`config.mk`:
```
export PLATFORM = sky130hd
export DESIGN_NAME = pi_byte_rx_flat
export DESIGN_NICKNAME = d
export VERILOG_FILES = /design/src/rtl/tipi_pkg.sv /design/src/rtl/pi_byte_rx_if.sv /design/src/rtl/sync_ff.sv /design/src/rtl/pi_byte_rx.sv /design/src/flat_wrapper.sv
export SDC_FILE = /design/constraint.sdc
export NUM_CORES = 1
export LEC_CHECK = 0
export ABC_AREA = 1
export BUFFER_PORTS_ARGS = -buffer_cell sky130_fd_sc_hd__buf_2
export CORE_AREA = 10 10 59 61
export CTS_BUF_LIST = sky130_fd_sc_hd__clkbuf_16
export DETAILED_ROUTE_END_ITERATION = 12
export DIE_AREA = 0 0 69 71
export GPL_ROUTABILITY_DRIVEN = 0
export PLACE_DENSITY = 0.73
export REMOVE_ABC_BUFFERS = 1
export SLEW_MARGIN = 20
export SYNTH_ARGS = -nofsm -noshare
export SYNTH_HDL_FRONTEND = slang
export SYNTH_SLANG_ARGS = --single-unit
```
`constraint.sdc`:
```
create_clock -name clk -period 1.45 [get_ports clk]
set_clock_uncertainty 0.1 [all_clocks]
set_input_delay 0.435 -clock clk [delete_from_list [all_inputs] [get_ports clk]]
set_output_delay 0.435 -clock clk [all_outputs]
set_load 0.01 [all_outputs]
```
`src/rtl/tipi_pkg.sv`:
```
// Shared constants and state encoding for the Pi-side byte receiver.
package tipi_pkg;

    localparam int WIDTH       = 8;
    localparam int SYNC_STAGES = 2;

    typedef enum logic {
        IDLE  = 1'b0,
        SHIFT = 1'b1
    } state_t;

endpackage

```
`src/rtl/pi_byte_rx_if.sv`:
```
// Consumer-side bundle: holding register, flags and the ack/clear pulses.
interface pi_byte_rx_if
    import tipi_pkg::*;
#(
    parameter int WIDTH = tipi_pkg::WIDTH
) ();

    logic [WIDTH-1:0] data;
    logic             valid;
    logic             rd_ack;
    logic             overrun;
    logic             frame_err;
    logic             clr_err;

    modport master (
        output data,
        output valid,
        output overrun,
        output frame_err,
        input  rd_ack,
        input  clr_err
    );

    modport slave (
        input  data,
        input  valid,
        input  overrun,
        input  frame_err,
        output rd_ack,
        output clr_err
    );

endinterface

```
`src/rtl/sync_ff.sv`:
```
// Multi-flop synchroniser for one asynchronous input bit.
module sync_ff #(
    parameter int STAGES = 2
) (
    input  logic clk,
    input  logic reset,
    input  logic d,
    output logic q
);

    logic [STAGES-1:0] r;

    always_ff @(posedge clk or posedge reset) begin
        if (reset) r <= '0;
        else       r <= {r[STAGES-2:0], d};
    end

    assign q = r[STAGES-1];

endmodule

```
`src/rtl/pi_byte_rx.sv`:
```
// Serial-in parallel-out receiver: MSB-first bytes from the Pi into a
// holding register with valid/ack handshake, overrun and abort flags.
module pi_byte_rx
    import tipi_pkg::*;
#(
    parameter int WIDTH       = tipi_pkg::WIDTH,
    parameter int SYNC_STAGES = tipi_pkg::SYNC_STAGES
) (
    input  logic            clk,
    input  logic            reset,
    input  logic            sclk,
    input  logic            sin,
    input  logic            select,
    pi_byte_rx_if.master    rx
);

    localparam int CW = $clog2(WIDTH);

    logic sclk_s, sin_s, sel_s;

    sync_ff #(.STAGES(SYNC_STAGES)) u_sclk (
        .clk(clk), .reset(reset), .d(sclk), .q(sclk_s)
    );
    sync_ff #(.STAGES(SYNC_STAGES)) u_sin (
        .clk(clk), .reset(reset), .d(sin), .q(sin_s)
    );
    sync_ff #(.STAGES(SYNC_STAGES)) u_sel (
        .clk(clk), .reset(reset), .d(select), .q(sel_s)
    );

    // Rise is registered; sin and select ride the same stage to stay aligned.
    logic sclk_d, rise_q, sin_q, sel_q;

    always_ff @(posedge clk or posedge reset) begin
        if (reset) begin
            sclk_d <= 1'b0;
            rise_q <= 1'b0;
            sin_q  <= 1'b0;
            sel_q  <= 1'b0;
        end else begin
            sclk_d <= sclk_s;
            rise_q <= sclk_s & ~sclk_d;
            sin_q  <= sin_s;
            sel_q  <= sel_s;
        end
    end

    state_t           state, state_n;
    logic [CW-1:0]    cnt, cnt_n;
    logic [WIDTH-1:0] shift, shift_n;
    logic [WIDTH-1:0] byte_w;
    logic             done, abort;

    always_ff @(posedge clk or posedge reset) begin
        if (reset) begin
            state <= IDLE;
            cnt   <= '0;
            shift <= '0;
        end else begin
            state <= state_n;
            cnt   <= cnt_n;
            shift <= shift_n;
        end
    end

    always_comb begin
        state_n = state;
        cnt_n   = cnt;
        shift_n = shift;
        done    = 1'b0;
        abort   = 1'b0;
        byte_w  = {shift[WIDTH-2:0], sin_q};
        unique case (state)
            IDLE: begin
                cnt_n = '0;
                if (sel_q) state_n = SHIFT;
            end
            SHIFT: begin
                if (!sel_q) begin
                    state_n = IDLE;
                    cnt_n   = '0;
                    abort   = (cnt != '0);
                end else if (rise_q) begin
                    shift_n = byte_w;
                    if (cnt == CW'(WIDTH - 1)) begin
                        done  = 1'b1;
                        cnt_n = '0;
                    end else begin
                        cnt_n = cnt + CW'(1);
                    end
                end
            end
            default: state_n = IDLE;
        endcase
    end

    logic [WIDTH-1:0] data_q;
    logic             valid_q, ovr_q, ferr_q;

    always_ff @(posedge clk or posedge reset) begin
        if (reset) begin
            data_q  <= '0;
            valid_q <= 1'b0;
            ovr_q   <= 1'b0;
            ferr_q  <= 1'b0;
        end else begin
            if (done) begin
                if (!valid_q || rx.rd_ack) begin
                    data_q  <= byte_w;
                    valid_q <= 1'b1;
                end
            end else if (rx.rd_ack) begin
                valid_q <= 1'b0;
            end
            // Set wins over a simultaneous clear.
            if (done && valid_q && !rx.rd_ack) ovr_q <= 1'b1;
            else if (rx.clr_err)               ovr_q <= 1'b0;
            if (abort)                         ferr_q <= 1'b1;
            else if (rx.clr_err)               ferr_q <= 1'b0;
        end
    end

    assign rx.data      = data_q;
    assign rx.valid     = valid_q;
    assign rx.overrun   = ovr_q;
    assign rx.frame_err = ferr_q;

endmodule

```
`src/flat_wrapper.sv`:
```
// flat-port wrapper written by rule: the top's interface ports become plain ports
module pi_byte_rx_flat import tipi_pkg::*;
#(
    parameter int WIDTH       = tipi_pkg::WIDTH,
    parameter int SYNC_STAGES = tipi_pkg::SYNC_STAGES
)
  (clk, reset, sclk, sin, select, rx_data, rx_valid, rx_overrun, rx_frame_err, rx_rd_ack, rx_clr_err);
  pi_byte_rx_if #(.WIDTH(WIDTH)) rx_i ();
  input  logic clk;
  input  logic reset;
  input  logic sclk;
  input  logic sin;
  input  logic select;
  output wire logic [$bits(rx_i.data)-1:0] rx_data;
  output wire logic [$bits(rx_i.valid)-1:0] rx_valid;
  output wire logic [$bits(rx_i.overrun)-1:0] rx_overrun;
  output wire logic [$bits(rx_i.frame_err)-1:0] rx_frame_err;
  input wire logic [$bits(rx_i.rd_ack)-1:0] rx_rd_ack;
  input wire logic [$bits(rx_i.clr_err)-1:0] rx_clr_err;
  assign rx_data = rx_i.data;
  assign rx_valid = rx_i.valid;
  assign rx_overrun = rx_i.overrun;
  assign rx_frame_err = rx_i.frame_err;
  assign rx_i.rd_ack = rx_rd_ack;
  assign rx_i.clr_err = rx_clr_err;
  pi_byte_rx #(.WIDTH(WIDTH), .SYNC_STAGES(SYNC_STAGES)) u_core (.clk(clk), .reset(reset), .sclk(sclk), .sin(sin), .select(select), .rx(rx_i));
endmodule
```
==> impl_metrics.yaml <==
clock_tree:
  numClockSinks: 32
  clk-insertion-delay-late_ns: 0.28
  cts_buffer_depth: 2
  cts_tree: "yes"
  cts-buffers-inserted: 5
  cts.clk_slew.worst_paths_ns: 0.05
  cts-root-buf: "clkbuf_16"
  post_cts_buffers: 0
  h-tree-depth: 2
power_and_ir_drop:
  switching_power_uw: 453
  power.density_mw_per_mm2: 1480
  leakagePower_uw: 0.000773
  clkPwrFrac: 0.528
  power_frac_seq: 0.438
  ir_worst_vdd_mv: 1.40
  sw_frac_of_total: 0.203
  p_comb_frac: 0.034
  p_int_uw: 1770
global_route:
  grt_start_max_net_pins: 33
  grt_usage: 0.0943
  use_met1: 0.0874
  grt_first_pass_wirelength_um: 3730
  top_usage_layer: "met2"
  gr-total-overflow: 0
  first_global_vias: 849
  use_met3: 0.0600
  grt_use_met2: 0.162
  antenna_found_initial: 0
synth:
  synth_seq_cells: 32
  syn_inst: 109
  synth_top_cell_area_share: 0.667
  yosysUniqueCellTypes: 15
  synth_seq_area_share: 0.667
  synth_area_leader_cell: "dfrtp_1"
  yosys_warnings: 0
  synth.area.top_cells: "dfrtp_1 67%, nand2_1 9.7%, o21ai_0 4.2%"
  synthesis.area_mm2: 0.00120
  avgSynthCellArea_um2: 11.0
final_layout:
  final_common_cell: "dfrtp_1"
  layout_common_cells: "32 x dfrtp_1, 31 x nand2_1, 17 x buf_2"
  drive_gt1_frac: 0.259
  instances_no_fill: 165
  n_antenna_cell: 0
  area_growth_pct: 25.8
  final_nets: 144
timing:
  worst_pin_slew_ns: 0.397
  rsz0062_at_grt: "no"
  maxSlewHeadroom: 0.735
  timing.setup.tns_ns: 0
  fmax_mhz: 738
  drv_slew: 0
  setup_viol: 0
  timing.final.ws_setup_ns: 0.0959
  period_share: 0.934
  hold_viol_final: 0
  fin_crit_ns: 1.35
setup_path:
  critPathLaunchType: "register"
  reg2regPathDepth: 6
  crit_fanout: 8
  r2r_start: "u_core.cnt[0]"
  critPathKind: "reg2reg"
  rrSetupSlack_ns: 0.1
  arrival_ns: 1.42
  rr_endpoint: "u_core.rx.data[0]"
  required_ns: 1.51
  end_kind: "register"
routing:
  avgViaCountPerCell: 4.93
  drc: 0
  routedWlPerCell_um: 13.0
  drtPass1Iterations: 4
  dr.first_iter.drc_count: 36
  ant_nets: 0
  drt-total-wl_um: 2150
  dr_total_vias: 813
die:
  chipHeight_um: 71
  coreArea_mm2: 0.00239
  die_w_um: 69
  rows: 18
  start_util: 0.503
  io-pin-count: 18
  dieArea_mm2: 0.00490
placement:
  place_inst: 157
  place_hpwl_um: 1490
  dp_slack_ns: 0.0612
  numPortBuffers: 17
status:
  status: "finished, final reports clean"
run:
  maxCapViolCount: 0
worst_hold_path:
  hp-class: "in2async"
state kept, by name (all words and copies together) (netlist names), 2 cells and up:
| signal | flops |
|---|---|
| u_core.shift | 7 |
| u_core.cnt | 3 |
| u_core.u_sel.r | 2 |
| u_core.u_sclk.r | 2 |
| u_core.rx.data | 8 |
| u_core.u_sin.r | 2 |
synth_stat cells (all sizes together):
master   n
nand3   12
nor2     3
o21ai   11
buf      2
nand2   31
inv     13
ha       3
a21oi    1
nand3b   1
dfrtp   32
per-layer routing:
metal  part of all wire  wire length, µm  vias to the layer above
li1                   -                -                      395
met1               0.41              874                      389
met2               0.48             1040                       24
met3              0.090              193                        5
met4              0.019               40                        0
met5                  0                0                        -
critical path, stage by stage (launching register included):
cell     delay (ns)
dfrtp_1        0.38
ha_1           0.24
ha_4           0.19
inv_1          0.12
nor2_4         0.07
nand3_1        0.08
nand2_1        0.06
timing repair:
item | CTS | global route
endpoints found under the setup margin | 0 | 8
resized for setup | 0 | 2
hold buffers | 0 | 0
area by class of cell:
class	count	area, µm²
Clock inverter	3	42.5
Timing Repair Buffer	20	108
Tap cell	30	37.5
Clock buffer	5	125
Fill cell	200	878
Sequential cell	32	801
Inverter	13	48.8
Multi-Input combinational cell	62	347
how the worst max path moves through the flow:
stage / startpoint / to / slack [ns] / cells after the start
3_5_place_dp: u_core.cnt[1] / u_core.rx.data[7] / 0.06 / 6
3_3_place_gp: u_core.cnt[0] / u_core.rx.data[1] / 0.11 / 6
6_report: u_core.cnt[0] / u_core.rx.data[0] / 0.1 / 6
2_1_floorplan: u_core.cnt[0] / u_core.rx.data[0] / 0.16 / 6
4_1_cts: u_core.cnt[1] / u_core.rx.data[0] / 0.03 / 6
5_1_grt: u_core.cnt[1] / u_core.rx.data[0] / 0.006 / 6
cells by family (layout without fill, tap and decap cells):
family,count (synthesis),after routing,synth area share
AOI/OAI and AO/OA,12,12,0.0532
adders and majority gates,3,3,0.0313
buffers and inverters,15,41,0.0542
DFF,32,32,0.667
and+or+nand+nor,47,47,0.194
metrics by stage:
| step | total power, µW | instance area (µm²) | utilization | hold slack (ns) |
|---|---|---|---|---|
| after floorplan | 1030 | 1180 | - | 0.231 |
| after global placement | 1060 | 1330 | 0.557 | 0.233 |
| after detailed placement | 1070 | 1330 | 0.557 | 0.236 |
| after CTS | 2250 | 1500 | 0.627 | 0.144 |
| after global routing | 2310 | 1510 | 0.632 | 0.158 |
| final | 2230 | 1510 | 0.632 | 0.132 |
power by group through the flow:
stage | Combinational [µW] | Clock (µW) | Sequential, µW
floorplan | 51.7 | 0 | 979
global placement | 73.0 | 0 | 987
detailed placement | 78.0 | 0 | 989
CTS | 78.6 | 1200 | 974
global route | 90.8 | 1240 | 979
finish | 75.9 | 1180 | 975
Power figures use the tool's default switching activity.
